[src/rtl/hazard_forward_unit.sv]
// Purpose: issue-side hazard/forwarding scoreboard between decode and execute; tracks in-flight rd's and tags each source operand.
// Latency: issue to ex_* and src_tag is 1 cycle; stall_out is combinational from inputs and current state.
// Backpressure: stall_out holds decode on execute hold, load-use hazard or unresolved branch; downstream entries always drain.
module hazard_forward_unit #(
  parameter int D        = 3,
  parameter int NUM_SRC  = 2,
  parameter int NUM_BUF  = 1,
  parameter int LOAD_LAT = 1,
  localparam int TAG_W   = $clog2(D + NUM_BUF + 1)
) (
  input  logic                     clk,
  input  logic                     rst,
  input  logic                     issue_valid,
  input  logic [NUM_SRC*5-1:0]     issue_rs,
  input  logic [NUM_SRC-1:0]       issue_rs_used,
  input  logic [4:0]               issue_rd,
  input  logic                     issue_writes_rd,
  input  logic                     issue_is_load,
  input  logic                     issue_is_branch,
  input  logic                     stall_in,
  input  logic                     branch_resolve,
  output logic                     stall_out,
  output logic                     ex_valid,
  output logic [4:0]               ex_rd,
  output logic                     ex_writes_rd,
  output logic                     ex_is_load,
  output logic [NUM_SRC*TAG_W-1:0] src_tag,
  output logic                     branch_pending
);

  // Highest tag value: the last forwarding buffer. Aging past it means the
  // value has been retired to the register file.
  localparam logic [TAG_W-1:0] TAG_MAX = TAG_W'(D + NUM_BUF);

  typedef enum logic {
    S_IDLE = 1'b0,
    S_WAIT = 1'b1
  } state_t;

  state_t state;

  // Pipeline tracking entries; entry 0 is the ID/EX register.
  logic       ent_vld [D];
  logic [4:0] ent_rd  [D];
  logic       ent_wr  [D];
  logic       ent_ld  [D];

  // An entry can supply a value only if it is real, writes, and is not x0.
  logic [D-1:0] ent_live;

  logic [TAG_W-1:0]   tag_c [NUM_SRC];
  logic [NUM_SRC-1:0] lu_c;
  logic               load_use;
  logic               accept;

  // Qualify each entry as a possible forwarding producer.
  always_comb begin
    ent_live = '0;
    for (int k = 0; k < D; k++) begin
      ent_live[k] = ent_vld[k] && ent_wr[k] && (ent_rd[k] != 5'd0);
    end
  end

  // Per-operand tag lookup. Scan from the oldest entry down so the nearest
  // (lowest index) producer overwrites any older match.
  always_comb begin
    for (int i = 0; i < NUM_SRC; i++) begin
      tag_c[i] = '0;
      lu_c[i]  = 1'b0;
      if (issue_rs_used[i] && (issue_rs[5*i +: 5] != 5'd0)) begin
        for (int k = D - 1; k >= 0; k--) begin
          if (ent_live[k] && (ent_rd[k] == issue_rs[5*i +: 5])) begin
            tag_c[i] = TAG_W'(k + 1);
            lu_c[i]  = ent_ld[k] && (k < LOAD_LAT);
          end
        end
      end
    end
  end

  // Issue gating: any hold condition refuses the presented instruction.
  always_comb begin
    load_use  = |lu_c;
    stall_out = issue_valid && (stall_in || load_use || branch_pending);
    accept    = issue_valid && !stall_out;
  end

  // Entry shift register. Under stall_in the ID/EX entry freezes and a
  // bubble enters behind it while the older stages keep draining.
  always_ff @(posedge clk) begin
    if (rst) begin
      for (int k = 0; k < D; k++) begin
        ent_vld[k] <= 1'b0;
        ent_rd[k]  <= 5'd0;
        ent_wr[k]  <= 1'b0;
        ent_ld[k]  <= 1'b0;
      end
    end else if (!stall_in) begin
      for (int k = 1; k < D; k++) begin
        ent_vld[k] <= ent_vld[k-1];
        ent_rd[k]  <= ent_rd[k-1];
        ent_wr[k]  <= ent_wr[k-1];
        ent_ld[k]  <= ent_ld[k-1];
      end
      if (accept) begin
        ent_vld[0] <= 1'b1;
        ent_rd[0]  <= issue_rd;
        ent_wr[0]  <= issue_writes_rd;
        ent_ld[0]  <= issue_is_load;
      end else begin
        ent_vld[0] <= 1'b0;
        ent_rd[0]  <= 5'd0;
        ent_wr[0]  <= 1'b0;
        ent_ld[0]  <= 1'b0;
      end
    end else begin
      for (int k = 1; k < D; k++) begin
        if (k == 1) begin
          ent_vld[k] <= 1'b0;
          ent_rd[k]  <= 5'd0;
          ent_wr[k]  <= 1'b0;
          ent_ld[k]  <= 1'b0;
        end else begin
          ent_vld[k] <= ent_vld[k-1];
          ent_rd[k]  <= ent_rd[k-1];
          ent_wr[k]  <= ent_wr[k-1];
          ent_ld[k]  <= ent_ld[k-1];
        end
      end
    end
  end

  // Source tags: load on accept; while execute is held the producers move
  // one stage further each cycle, so every live tag advances with them.
  always_ff @(posedge clk) begin
    if (rst) begin
      src_tag <= '0;
    end else if (stall_in) begin
      for (int i = 0; i < NUM_SRC; i++) begin
        if (src_tag[i*TAG_W +: TAG_W] == '0) begin
          src_tag[i*TAG_W +: TAG_W] <= '0;
        end else if (src_tag[i*TAG_W +: TAG_W] < TAG_MAX) begin
          src_tag[i*TAG_W +: TAG_W] <= src_tag[i*TAG_W +: TAG_W] + 1'b1;
        end else begin
          src_tag[i*TAG_W +: TAG_W] <= '0;
        end
      end
    end else if (accept) begin
      for (int i = 0; i < NUM_SRC; i++) begin
        src_tag[i*TAG_W +: TAG_W] <= tag_c[i];
      end
    end
  end

  // Branch FSM: an accepted branch blocks issue until execute resolves it.
  // A resolve with no branch outstanding has nothing to clear.
  always_ff @(posedge clk) begin
    if (rst) begin
      state          <= S_IDLE;
      branch_pending <= 1'b0;
    end else begin
      case (state)
        S_IDLE: begin
          if (accept && issue_is_branch) begin
            state          <= S_WAIT;
            branch_pending <= 1'b1;
          end
        end
        S_WAIT: begin
          if (branch_resolve) begin
            state          <= S_IDLE;
            branch_pending <= 1'b0;
          end
        end
        default: begin
          state          <= S_IDLE;
          branch_pending <= 1'b0;
        end
      endcase
    end
  end

  // Execute-stage view is simply the ID/EX entry.
  assign ex_valid     = ent_vld[0];
  assign ex_rd        = ent_rd[0];
  assign ex_writes_rd = ent_wr[0];
  assign ex_is_load   = ent_ld[0];

endmodule
[config.mk]
export PLATFORM = sky130hd
export DESIGN_NAME = hazard_forward_unit
export DESIGN_NICKNAME = d
export VERILOG_FILES = /design/src/rtl/hazard_forward_unit.sv
export SDC_FILE = /design/constraint.sdc
export NUM_CORES = 1
export LEC_CHECK = 0
export ABC_CLOCK_PERIOD_IN_PS = 4400
export CORE_AREA = 2 2 76 56
export CTS_BUF_LIST = sky130_fd_sc_hd__clkbuf_8
export DETAILED_ROUTE_END_ITERATION = 8
export DIE_AREA = 0 0 78 58
export GPL_ROUTABILITY_DRIVEN = 0
export HOLD_SLACK_MARGIN = 0.1
export MAX_ROUTING_LAYER = met4
export PLACE_DENSITY = 0.77
export SLEW_MARGIN = 20
export SYNTH_ARGS = -nofsm -noshare
export SYNTH_HDL_FRONTEND = slang
export SYNTH_SLANG_ARGS = --single-unit
[constraint.sdc]
create_clock -name clk -period 4.4 [get_ports clk]
set_input_delay 0.66 -clock clk [delete_from_list [all_inputs] [get_ports clk]]
set_output_delay 0.66 -clock clk [all_outputs]
set_load 0.01 [all_outputs]
Word-level counts from Yosys, hierarchy flattened

Memories as Yosys holds them, arrays and structs flattened.
Cells that the tools add are included.

Register bits after elaboration: 8
Memory bits (writable): 24
Input port bits: 25
Output and inout port bits: 16
Logic and storage cells: 138
Memories: 4

Memories:

| name    | depth | width | rd ports | clocked after memory_dff | wr ports | RTL line | RTL |
|---|---|---|---|---|---|---|---|
| ent_rd  | 3     | 5     | 3        | 0                        | 3        | 44       | `logic [4:0] ent_rd [D];` |
| ent_ld  | 3     | 1     | 2        | 0                        | 3        | 46       | `logic ent_ld [D];` |
| ent_vld | 3     | 1     | 3        | 0                        | 3        | 43       | `logic ent_vld [D];` |
| ent_wr  | 3     | 1     | 3        | 0                        | 3        | 45       | `logic ent_wr [D];` |

$add $sub $neg: 2
$lt $le $gt $ge: 2
Eq/ne operators: 8
Multiplexer cells: 64
Bitwise logic cells: 25
Reduce and logical (&&, ||, !) cells: 30

Operator list:

| cell                  | number |
|---|---|
| $mux W1               | 42 |
| $eq A5 B5 Y1          | 6 |
| $mux W3               | 10 |
| $mux W5               | 6 |
| $reduce_bool A5 Y1    | 5 |
| $or A1 B1 Y1          | 24 |
| $logic_and A1 B1 Y1   | 17 |
| $mux W6               | 2 |
| $add A3 B1 Y3 const B | 2 |
| $logic_not A3 Y1      | 2 |
| $lt A3 B3 Y1 const B  | 2 |
| $mux W2               | 2 |
| $ne A2 B2 Y1 const B  | 2 |
| $pmux W1 S2           | 2 |
| $logic_or A1 B1 Y1    | 2 |
| $reduce_and A2 Y1     | 1 |
| $reduce_bool A2 Y1    | 1 |
| $reduce_or A2 Y1      | 1 |
| $logic_not A1 Y1      | 1 |
| $not A1 Y1            | 1 |

Logic depth before layout (Yosys ltp)

An unclocked memory read counts as a cell.

Depth in word-level cells: 18
Mapped depth: 6

Worst setup path before layout

Ideal clock, no wire load.

Path kind: in2out
From: input issue_rs[1]
To: output stall_out
Arrival: 1859 ps
Path slack: 1881 ps
Stages: 5
Path buffers: 0
Cells stage by stage: or4_1 > o21ai_2 > o22a_4 > nor2_1 > o31a_1

Cells in the longest elaborated chain, start to end: 8

RTL lines:

| element                              | RTL line | RTL |
|---|---|---|
| start: declaration                   | 14       | `input logic [NUM_SRC*5-1:0] issue_rs,` |
| $eq A5 B5 Y1                         | 72       | `if (ent_live[k] && (ent_rd[k] == issue_rs[5*i +: 5])) begin` |
| $logic_and A1 B1 Y1                  | 72       |  |
| $mux W1                              | 72       |  |
| $mux W1 (*)                          | 70       | `if (issue_rs_used[i] && (issue_rs[5*i +: 5] != 5'd0)) begin` |
| $reduce_or A2 Y1 (*)                 | 83       | `load_use = \|lu_c;` |
| $logic_or A1 B1 Y1 (*) (2 in series) | 84       | `stall_out = issue_valid && (stall_in \|\| load_use \|\| branch_pending);` |
| $logic_and A1 B1 Y1 (*)              | 84       |  |
| end: declaration                     | 22       | `output logic stall_out,` |

Every way passes the cells marked *; elsewhere a longest branch is shown, timed or not.

Worst setup path after layout

Ends and elaborated chain as after synthesis.

==> impl_metrics.env <==
export IMPL_cp_required_ps=3740
export IMPL_synth_xor_area_share_pct=14.4
export IMPL_startpoint_type="input pin"
export IMPL_fin_worst_skew_ps=10.2
export IMPL_ys_ff_latch=30
export IMPL_rsz0062_at_grt="false"
export IMPL_vias_per_cell=5.38
export IMPL_synth_simple_gate_area_share_pct=21.9
export IMPL_worstHoldPathType="reg -> reg"
export IMPL_synth_adder_area_share_pct=2.75
export IMPL_antenna_left=0
export IMPL_netlist_area_mm2=0.00182
export IMPL_insertion_delay_ps=280
export IMPL_ys_warn_count=0
export IMPL_post_drt_wl_per_cell_um=15.3
export IMPL_ctsResizeCount=0
export IMPL_p_per_area_mw_per_mm2=286
export IMPL_status="finished, final reports clean"
export IMPL_drive_above_1_share_pct=10.8
export IMPL_routed_wl_mm=4.32
export IMPL_post_route_period_util_pct=81.1
export IMPL_nets=259
export IMPL_drtIter0Drc=122
export IMPL_cts_tree="done"
export IMPL_die_h_um=58
export IMPL_timing_fmax_mhz=280
export IMPL_vias=1522
export IMPL_syn2layout_area_growth_pct=33.1
export IMPL_grt_pass1_wl_mm=6.98
export IMPL_firstDrtPassIters=4
export IMPL_antenna_found_initial=0
export IMPL_cp_end_kind="output pin"
export IMPL_hold_slack_ps=493
export IMPL_gr_total_overflow=0
export IMPL_synth_compound_area_share_pct=14.0
export IMPL_cts_buffers_inserted=5
export IMPL_path_clk_slew_ps=60
export IMPL_post_synth_mux_area_share_pct=0
export IMPL_drc=0
export IMPL_grt_usage_pct=21.0
export IMPL_postCtsSetupBuffers=0
export IMPL_cp_max_fo=8
export IMPL_leakagePower_nw=0.894
export IMPL_first_global_vias=1490
export IMPL_port_buffers=40
export IMPL_start_util_pct=47.9
export IMPL_synthCells=171
export IMPL_synth_seq_area_share_pct=45.1
export IMPL_dp_hpwl_mm=3.26
export IMPL_setup_viol_count_final=0
export IMPL_fin_crit_ps=3570
export IMPL_ys_types=38
export IMPL_ctsHoldBuffers=0
export IMPL_crit_arrival_ps=2910
export IMPL_cts_max_level=2
export IMPL_io_pins=41
export IMPL_die_w_um=78
export IMPL_rrSetupSlack_ps=2240
export IMPL_num_rows=19
export IMPL_syn_area_per_cell_um2=10.6
export IMPL_synth_top_family_by_area="simple AND/OR/NAND/NOR gates"
export IMPL_root_buffer="clkbuf_8"
export IMPL_die_area_mm2=0.00452
export IMPL_grt_max_degree=17
export IMPL_crit_type="in -> out"
export IMPL_coreArea_mm2=0.00380
export IMPL_finalMaxSlewViolations=0
export IMPL_max_cap_viol_count=0
export IMPL_setup_tns_ps=0
export IMPL_antenna_cells=0
export IMPL_cts_max_path_buffers=2
export IMPL_hold_viol=0
export IMPL_ir_drop_uv=177
export IMPL_cts_sink_count=30
-- cells in the mapped netlist --
cell type / n / area share, %
o22a_4: 1 / 0.96
or4_1: 3 / 1.2
o311a_1: 4 / 2.2
and3_2: 7 / 2.9
and2_1: 7 / 2.4
nor3b_1: 2 / 0.82
o211ai_2: 1 / 0.69
a32oi_1: 2 / 0.96
o31a_2: 1 / 0.55
nor4_1: 2 / 0.69
a32o_1: 2 / 1.1
nand4_1: 4 / 1.4
nand2_1: 11 / 2.3
o211ai_1: 2 / 0.82
nand2_2: 1 / 0.34
ha_1: 4 / 2.7
nor3_1: 2 / 0.55
dfxtp_1: 8 / 8.8
or3_1: 2 / 0.69
a221oi_2: 2 / 1.6
xor2_1: 17 / 8.2
conb_1: 1 / 0.21
inv_1: 5 / 1.0
xnor2_1: 13 / 6.3
a21oi_1: 4 / 1.1
nor2b_1: 9 / 3.1
o41ai_1: 1 / 0.48
clkbuf_1: 3 / 0.62
or2b_1: 1 / 0.41
o31a_1: 1 / 0.48
nor2_1: 11 / 2.3
nor4b_1: 1 / 0.48
edfxtp_1: 22 / 36
nand2b_1: 3 / 1.0
nand3_1: 5 / 1.4
o21ai_2: 2 / 0.96
o21ai_0: 3 / 0.82
o31ai_4: 1 / 1.2
-- layout make-up --
type | count | area, µm²
Inverter | 5 | 18.8
Fill cell | 325 | 1380
Clock buffer | 5 | 68.8
Tap cell | 52 | 65.1
Timing Repair Buffer | 42 | 415
Sequential cell | 30 | 821
Clock inverter | 3 | 16.3
Multi-Input combinational cell | 146 | 1020
-- state kept, by name, indices dropped and copies added (netlist names) --
register / cells
ent_rd: 15
src_tag: 6
ent_vld: 3
ent_wr: 3
branch_pending: 1
ent_ld: 1
state: 1
-- final timing paths --
path,from,endpoint,cells after the start
setup reg to reg,ent_rd[0][2],ent_rd[0][2],6
setup / recovery,issue_rs[1],stall_out,7
hold reg to reg,branch_pending,branch_pending,2
hold / removal,branch_pending,branch_pending,2
-- worst max-delay path, cell delays in order --
cell and delay, ps:
clkdlybuf4s50_1 500, or4_1 580, o21ai_2 180, o22a_4 230, nor2_1 60, o31a_1 230, clkdlybuf4s50_1 470
-- layout by cell type, fill, tap and decap left out, types with 3 or more instances in the layout --
master / count
and3_2: 7
dfxtp_1: 8
conb_1: 14
xnor2_1: 13
nor2b_1: 9
clkdlybuf4s50_1: 40
clkbuf_8: 5
or4_1: 3
nand2b_1: 3
o21ai_0: 3
xor2_1: 17
nand4_1: 4
inv_1: 5
edfxtp_1: 22
and2_1: 7
nor2_1: 11
o311a_1: 4
a21oi_1: 4
ha_1: 4
nand3_1: 5
nand2_1: 11
-- stage by stage --
stage / instances / area, µm² / util (%) / setup slack, ps / power, mW
after floorplan: 184 / 1870 / - / 1880 / 0.413
after global placement: 275 / 2340 / 61.5 / 855 / 0.479
after detailed placement: 275 / 2340 / 61.5 / 822 / 0.481
after CTS: 283 / 2420 / 63.7 / 815 / 0.698
after global routing: 283 / 2420 / 63.7 / 743 / 0.725
final: 283 / 2420 / 63.7 / 832 / 0.694
-- cells by family after synthesis --
family                   Yosys count
AO/OA/AOI/OAI                     27
XOR/XNOR                          30
adder cells (fa/ha/maj)            4
buffers and inverters              8
flip-flops                        30
other                              1
AND/OR/NAND/NOR                   71
-- where the power goes --
part	switching [mW]	leakage, nW	total [mW]	internal (mW)
clock network	0.110	0.0416	0.218	0.108
registers	0.0217	0.295	0.344	0.322
logic	0.0615	0.557	0.132	0.0706
-- metal layers --
layer | global-route usage, % | up-vias | share of wire (%)
li1 | - | 735 | -
met1 | 28.3 | 716 | 48
met3 | 4.83 | 9 | 7.1
met4 | 7.02 | 0 | 1.4
met2 | 31.7 | 62 | 44
met5 | - | - | 0
Note: power is estimated with default switching activity, not from simulation.
